[config.mk]
export PLATFORM = sky130hd
export DESIGN_NAME = wptr_gray_sync_rd
export DESIGN_NICKNAME = d
export VERILOG_FILES = /design/src/rtl/i2c_fifo_pkg.sv /design/src/rtl/sync_chain_rd.sv /design/src/rtl/wptr_gray_sync_rd.sv
export SDC_FILE = /design/constraint.sdc
export NUM_CORES = 1
export LEC_CHECK = 0
export CORE_AREA = 3 3 48 50
export DETAILED_ROUTE_END_ITERATION = 6
export DIE_AREA = 0 0 51 53
export PLACE_DENSITY_LB_ADDON = 0.25
export SLEW_MARGIN = 10
export SYNTH_ARGS = -nofsm -noshare
export SYNTH_HDL_FRONTEND = slang
export SYNTH_SLANG_ARGS = --single-unit
[constraint.sdc]
create_clock -name read_clock_i -period 2.1 [get_ports read_clock_i]
set_clock_uncertainty 0.15 [all_clocks]
set_input_delay 0.42 -clock read_clock_i [delete_from_list [all_inputs] [get_ports read_clock_i]]
set_output_delay 0.42 -clock read_clock_i [all_outputs]
set_load 0.01 [all_outputs]
[src/rtl/i2c_fifo_pkg.sv]
// i2c_fifo_pkg
// Shared types, constants and helper functions for the I2C FIFO block's
// clock-domain-crossing pointer logic.
//   ptr_w(addr_size) : pointer width (address bits plus one wrap bit)
//   gray2bin/bin2gray: 32-bit Gray <-> binary conversions. Narrower pointers
//                      are zero-extended, which leaves the result unchanged.
//   SYNC_STAGES_MIN/MAX: legal range of synchronizer depth.
package i2c_fifo_pkg;

    localparam int SYNC_STAGES_MIN = 2;
    localparam int SYNC_STAGES_MAX = 4;

    function automatic int ptr_w(input int addr_size);
        return addr_size + 1;
    endfunction

    function automatic logic [31:0] gray2bin(input logic [31:0] gray);
        logic [31:0] bin;
        bin[31] = gray[31];
        for (int i = 30; i >= 0; i--) begin
            bin[i] = bin[i+1] ^ gray[i];
        end
        return bin;
    endfunction

    function automatic logic [31:0] bin2gray(input logic [31:0] bin);
        return bin ^ (bin >> 1);
    endfunction

endpackage

[src/rtl/sync_chain_rd.sv]
// sync_chain_rd
// Generic N-stage, W-bit flop chain used to bring a Gray-coded pointer into
// the local clock domain. Shared by both pointer synchronizer directions.
// Ports:
//   read_clock_i    : destination-domain clock
//   read_reset_n_i  : asynchronous active-low reset, clears every stage
//   data_in         : asynchronous input (must change one bit at a time)
//   data_out        : output of the last stage
// Nothing sits between stages so each flop gets a full period to resolve.
module sync_chain_rd #(
    parameter int STAGES = 2,
    parameter int WIDTH  = 5
) (
    input  logic             read_clock_i,
    input  logic             read_reset_n_i,
    input  logic [WIDTH-1:0] data_in,
    output logic [WIDTH-1:0] data_out
);

    logic [WIDTH-1:0] stage_reg [STAGES];

    genvar gi;
    generate
        for (gi = 0; gi < STAGES; gi++) begin : g_stage
            if (gi == 0) begin : g_first
                always_ff @(posedge read_clock_i or negedge read_reset_n_i) begin
                    if (!read_reset_n_i) begin
                        stage_reg[gi] <= '0;
                    end else begin
                        stage_reg[gi] <= data_in;
                    end
                end
            end else begin : g_next
                always_ff @(posedge read_clock_i or negedge read_reset_n_i) begin
                    if (!read_reset_n_i) begin
                        stage_reg[gi] <= '0;
                    end else begin
                        stage_reg[gi] <= stage_reg[gi-1];
                    end
                end
            end
        end
    endgenerate

    assign data_out = stage_reg[STAGES-1];

endmodule

[src/rtl/wptr_gray_sync_rd.sv]
// wptr_gray_sync_rd
// Carries the Gray-coded write pointer of the async FIFO into the read clock
// domain, decodes it to binary and derives the reader's fill level.
// Ports:
//   read_clock_i            : read-domain clock
//   read_reset_n_i          : asynchronous active-low reset
//   write_pointer_i         : Gray write pointer from the write domain (async)
//   read_pointer_bin_i      : binary read pointer (read domain)
//   err_clear_i             : clears gray_err_o (coherency check build only)
//   write_to_read_pointer_o : synchronized Gray pointer (last sync stage)
//   write_pointer_bin_o     : binary decode of the synchronized pointer
//   fill_level_o            : write pointer minus read pointer, modulo 2^PW
//   ptr_update_o            : pulses in any cycle the decoded pointer changes
//   gray_err_o              : sticky Gray coherency error
// Build option: define WPTR_SYNC_GRAY_CHECK_EN to generate the coherency
// checker; otherwise gray_err_o is tied low and err_clear_i is ignored.
module wptr_gray_sync_rd
    import i2c_fifo_pkg::*;
#(
    parameter int ADDR_SIZE   = 4,
    parameter int SYNC_STAGES = 2,
    parameter int DECODE_REG  = 1
) (
    input  logic               read_clock_i,
    input  logic               read_reset_n_i,
    input  logic [ADDR_SIZE:0] write_pointer_i,
    input  logic [ADDR_SIZE:0] read_pointer_bin_i,
    input  logic               err_clear_i,
    output logic [ADDR_SIZE:0] write_to_read_pointer_o,
    output logic [ADDR_SIZE:0] write_pointer_bin_o,
    output logic [ADDR_SIZE:0] fill_level_o,
    output logic               ptr_update_o,
    output logic               gray_err_o
);

    localparam int PW = ptr_w(ADDR_SIZE);

    generate
        if (SYNC_STAGES < SYNC_STAGES_MIN || SYNC_STAGES > SYNC_STAGES_MAX) begin : g_bad_stages
            $error("wptr_gray_sync_rd: SYNC_STAGES must be in 2..4");
        end
    endgenerate

    logic [PW-1:0] sync_gray;
    logic [PW-1:0] sync_bin;
    logic [PW-1:0] prev_bin_reg;

    sync_chain_rd #(
        .STAGES (SYNC_STAGES),
        .WIDTH  (PW)
    ) u_sync_chain (
        .read_clock_i   (read_clock_i),
        .read_reset_n_i (read_reset_n_i),
        .data_in        (write_pointer_i),
        .data_out       (sync_gray)
    );

    assign write_to_read_pointer_o = sync_gray;

    // Each binary bit is the XOR of all Gray bits at or above it; written
    // per bit so no bit depends on another bit of the same vector.
    genvar gi;
    generate
        for (gi = 0; gi < PW; gi++) begin : g_decode
            assign sync_bin[gi] = ^sync_gray[PW-1:gi];
        end

        if (DECODE_REG != 0) begin : g_decode_reg
            logic [PW-1:0] bin_reg;
            always_ff @(posedge read_clock_i or negedge read_reset_n_i) begin
                if (!read_reset_n_i) begin
                    bin_reg <= '0;
                end else begin
                    bin_reg <= sync_bin;
                end
            end
            assign write_pointer_bin_o = bin_reg;
        end else begin : g_decode_comb
            assign write_pointer_bin_o = sync_bin;
        end
    endgenerate

    // Unsigned subtraction wraps naturally, so a wrapped writer still
    // yields the correct positive distance.
    assign fill_level_o = write_pointer_bin_o - read_pointer_bin_i;

    // Previous value resets to 0, so the first cycle after reset only pulses
    // when the decoded pointer is already nonzero.
    always_ff @(posedge read_clock_i or negedge read_reset_n_i) begin
        if (!read_reset_n_i) begin
            prev_bin_reg <= '0;
        end else begin
            prev_bin_reg <= write_pointer_bin_o;
        end
    end

    assign ptr_update_o = (write_pointer_bin_o != prev_bin_reg);

`ifdef WPTR_SYNC_GRAY_CHECK_EN
    logic [PW-1:0] gray_prev_reg;
    logic [PW-1:0] gray_diff;
    logic          multi_bit_step;
    logic          fill_overrange;
    logic          err_set;
    logic          err_reg;
    logic          err_next;

    assign gray_diff      = sync_gray ^ gray_prev_reg;
    // Clearing the lowest set bit leaves something only if two or more
    // bits flipped, i.e. Hamming distance above one.
    assign multi_bit_step = |(gray_diff & (gray_diff - 1'b1));
    // Above 2^ADDR_SIZE means the MSB is set together with any lower bit.
    assign fill_overrange = fill_level_o[PW-1] & (|fill_level_o[PW-2:0]);
    assign err_set        = multi_bit_step | fill_overrange;

    always_comb begin
        err_next = err_reg;
        if (err_clear_i) begin
            err_next = 1'b0;
        end
        if (err_set) begin
            err_next = 1'b1;
        end
    end

    always_ff @(posedge read_clock_i or negedge read_reset_n_i) begin
        if (!read_reset_n_i) begin
            gray_prev_reg <= '0;
            err_reg       <= 1'b0;
        end else begin
            gray_prev_reg <= sync_gray;
            err_reg       <= err_next;
        end
    end

    assign gray_err_o = err_reg;
`else
    logic unused_err_clear;
    assign unused_err_clear = err_clear_i;
    assign gray_err_o       = 1'b0;
`endif

endmodule

* Yosys cells after proc, flatten, opt, wreduce, memory -nomap -nowiden *
Index checks and enable logic that the tools add are counted.

storage, ports and cells
  flip-flop bits (word level) = 20
  input port bits = 13
  output and inout bits = 17

operators by class
  add/sub/neg operators = 1
  eq/ne operators = 1
  reduce and logical (&&, ||, !) cells = 4

operator list
  operator             number
  != test 5 bit        1
  XOR reduction 5 bit  1
  subtractor 5 bit     1
  XOR reduction 4 bit  1
  XOR reduction 3 bit  1
  XOR reduction 2 bit  1

* Logic depth before layout (Yosys ltp) *
  depth in word-level cells = 1
  depth in mapped cells = 7

* Modules after synthesis *
A second synthesis with hierarchy kept.

second synthesis, totals
  cell total of the unflattened synthesis = 58
  area, all modules = 802.0 µm²

by module, submodules not included
  module             instances  cells each  area each (µm²)
  wptr_gray_sync_rd  1          43          514.2
  sync_chain_rd      1          15          287.8

* Least setup slack after synthesis *
No wires, ideal clock.

  path kind = flip-flop to output port
  start point = reg g_decode_reg.bin_reg[0] (netlist: write_pointer_bin_o[0])
  end point = out fill_level_o[4]
  arrival time = 1548 ps
  slack = -18 ps
  cell stages (with the launch flop) = 8
  path buffers = 0
  path through = dfrtp_1 -> inv_1 -> ha_1 -> inv_1 -> fa_1 -> a21o_1 -> a21oi_1 -> xnor2_1

between the ends
  cells in the longest elaborated chain, start to end = 1

RTL lines
  item                    RTL line                 RTL
  start, declared         wptr_gray_sync_rd.sv:69  logic [PW-1:0] bin_reg;
  start signal, assigned  wptr_gray_sync_rd.sv:74  bin_reg <= sync_bin;
  subtractor 5 bit        wptr_gray_sync_rd.sv:85  assign fill_level_o = write_pointer_bin_o - read_pointer_bin_i;
  end, declared           wptr_gray_sync_rd.sv:31  output logic [ADDR_SIZE:0] fill_level_o,

No other way between the ends.

* Worst setup path after layout *
Ends and elaborated chain as after synthesis.

==> flow_summary.yaml <==
status:
  status: "finished, violations left"
  violations: "negative setup slack"
power:
  power.internal_w: 0.0007163
  total_power_w: 0.0009722
  ir_worst_vdd_mv: 0.4826
  power_density_nw_per_um2: 843.7
  swShare: 0.2632
  clkPwrFrac: 0.213
  leakage_nw: 0.5391
  p_seq_frac: 0.460
  pwr-share-comb: 0.327
  switchingPower_w: 0.0002559
setup_path:
  worst_setup_path_end_kind: "primary output"
  worst-r2r-setup-slack_ns: 0.70
  r2r_cells: 4
  critPathLaunch: "write_pointer_bin_o[0]"
  cp_top_family: "adder cells"
  r2r-end: "write_pointer_bin_o[0]"
  crit_buf_inv: 3
  cp_slowest_cell: "dfrtp_1"
  cp-start-kind: "register"
  critical-path-max-stage-delay_ns: 0.39
  crit_path_max_fanout: 2
  endpoint: "fill_level_o[4]"
  path_depth: 8
  crit_type: "reg -> out"
  cp_cell_sequence: "inv_1 > ha_2 > inv_2 > fa_2 > a21o_1 > a21oi_2 > xnor2_1 > buf_2"
  r2r-start: "u_sync_chain.data_out[4]"
  cp.arrival_ns: 1.83
  worstPathRequired_ns: 1.53
drt:
  drt_pass1_iterations: 1
  vias_per_cell: 4.093
  via_count: 483
  ant_nets: 0
  wl_per_cell_um: 9.229
  first_iter_violations: 0
  totalWireLength_um: 1089
  remaining_drc_errors: 0
cells_and_area:
  drive_above_1_share: 0.2747
  layoutNonFillerInstCount: 118
  diodes: 0
  fillerInstances: 172
  area_growth_pct: 43.68
  mostFrequentLayoutCells: "clkdlybuf4s50_1, dfrtp_1, buf_4"
  finalNetCount: 110
placed_design:
  dpl.cell_count: 112
  gp_congestion: 0.6452
  io_buffers: 27
  pre_cts_ws_ns: -0.9560
  place_hpwl_um: 915.8
synthesis:
  ys_warn_count: 0
  synth_nets: 76
  synth.distinct_cells: 13
  syn_avg_cell_area_um2: 13.83
  synth_seq_area_share: 0.6240
  syn-cell-area_um2: 802.0
  synth_cells: 58
  ys_seq_elements: 20
floorplan:
  core_area_um2: 1942
  die_x_um: 51
  fp.dieH_um: 53
  start_util: 0.4130
  dieArea_um2: 2703
  io_pins: 30
  rows: 16
timing:
  slew_violations: 0
  fmax_mhz: 417.2
  hold_viol_final: 0
  worst_hold_slack_ns: 0.2089
  fin_ws_ns: -0.2968
  finalSetupViolations: 4
  rsz0062_at_grt: "true"
  post-route-period-util: 1.141
  period_minus_slack_ns: 2.397
clock_tree:
  cts_sinks: 20
  cts.path.max_buffers: 2
  cts_tree: "built"
  cts.htree.levels: 1
  cts_root_buf: "clkbuf_4"
  clkLatencyLatePin_ns: 0.28
  numCtsBuffers: 3
  cts.clk_slew.worst_paths_ns: 0.10
global_routing:
  grt_usage: 0.09402
  grt_max_degree: 21
  grt-ovfl-total: 0
  antenna_found_initial: 0
  grt_pass1_wl_um: 1849
  grt_pass1_vias: 465
job:
  maxCapViolations: 0
hold_path:
  hold_class: "reg -> reg"
## cells by family after synthesis
logic type,Yosys count,share of synthesized area
flops,20,0.6240
other cells,1,0.004676
simple gates,2,0.01247
compound gates,4,0.03120
xor+xnor,13,0.1513
fa+ha+maj,5,0.08737
buf+inv,13,0.08893
## synthesized netlist by cell type
master / count / area [um^2]
buf_4: 6 / 45.04
ha_1: 4 / 50.05
xnor2_1: 6 / 52.55
conb_1: 1 / 3.750
fa_1: 1 / 20.02
inv_1: 7 / 26.28
nand3_1: 1 / 5.000
xnor2_2: 1 / 16.27
xor2_1: 6 / 52.55
dfrtp_1: 20 / 500.5
nor3_1: 1 / 5.000
a21o_1: 2 / 15.01
a21oi_1: 2 / 10.01
## worst min path at each step
stage	depth (start not counted)	from	slack, ns	endpoint
floorplan	0	read_reset_n_i	-0.03	prev_bin_reg[0]
global placement	0	u_sync_chain.stage_reg[5]	0.18	u_sync_chain.data_out[0]
detailed placement	0	u_sync_chain.stage_reg[9]	0.19	u_sync_chain.data_out[4]
CTS	0	u_sync_chain.stage_reg[9]	0.21	u_sync_chain.data_out[4]
global route	0	u_sync_chain.stage_reg[7]	0.22	u_sync_chain.data_out[2]
finish	0	u_sync_chain.stage_reg[9]	0.21	u_sync_chain.data_out[4]
## power by group through the flow
stage / Clock (W) / Combinational (W) / Sequential, W
after floorplan: 0 / 0.000144 / 0.000466
after global placement: 0 / 0.000326 / 0.000454
after detailed placement: 0 / 0.000330 / 0.000456
after CTS: 0.000214 / 0.000326 / 0.000448
after global routing: 0.000241 / 0.000351 / 0.000453
final: 0.000207 / 0.000318 / 0.000447
## metrics by stage
stage	util	TNS (ns)	cell area, um^2
floorplan	-	0	805.8
global placement	0.5715	-2.997	1110
detailed placement	0.5715	-3.071	1110
CTS	0.5928	-0.9141	1151
global route	0.5934	-1.020	1152
finish	0.5934	-0.6527	1152
## layer usage
| layer | track usage | vias to the layer above | wire length (um) |
|---|---|---|---|
| met5 | 0 | - | 0 |
| met4 | 0.04036 | 0 | 0 |
| met3 | 0.03944 | 0 | 111 |
| met2 | 0.1717 | 21 | 546 |
| met1 | 0.09239 | 226 | 431 |
| li1 | - | 236 | - |
## area by class of cell
class                   count  area [um^2]  share of cell area
clock buffers               4        36.28             0.03149
inverters                   7        26.28             0.02280
multi-input cells          25        242.7              0.2106
flip-flops and latches     20        501.7              0.4354
well taps                  27        33.78             0.02932
repair buffers             35        311.5              0.2704
## repair_timing
action	4_1_cts	5_1_grt
pin swaps	7	7
endpoints found under the setup margin	6	5
hold buffers	0	0
resized for setup	30	1
hold endpoints to repair	0	0
setup buffers	2	0
Note: power is estimated with default switching activity, not from simulation.
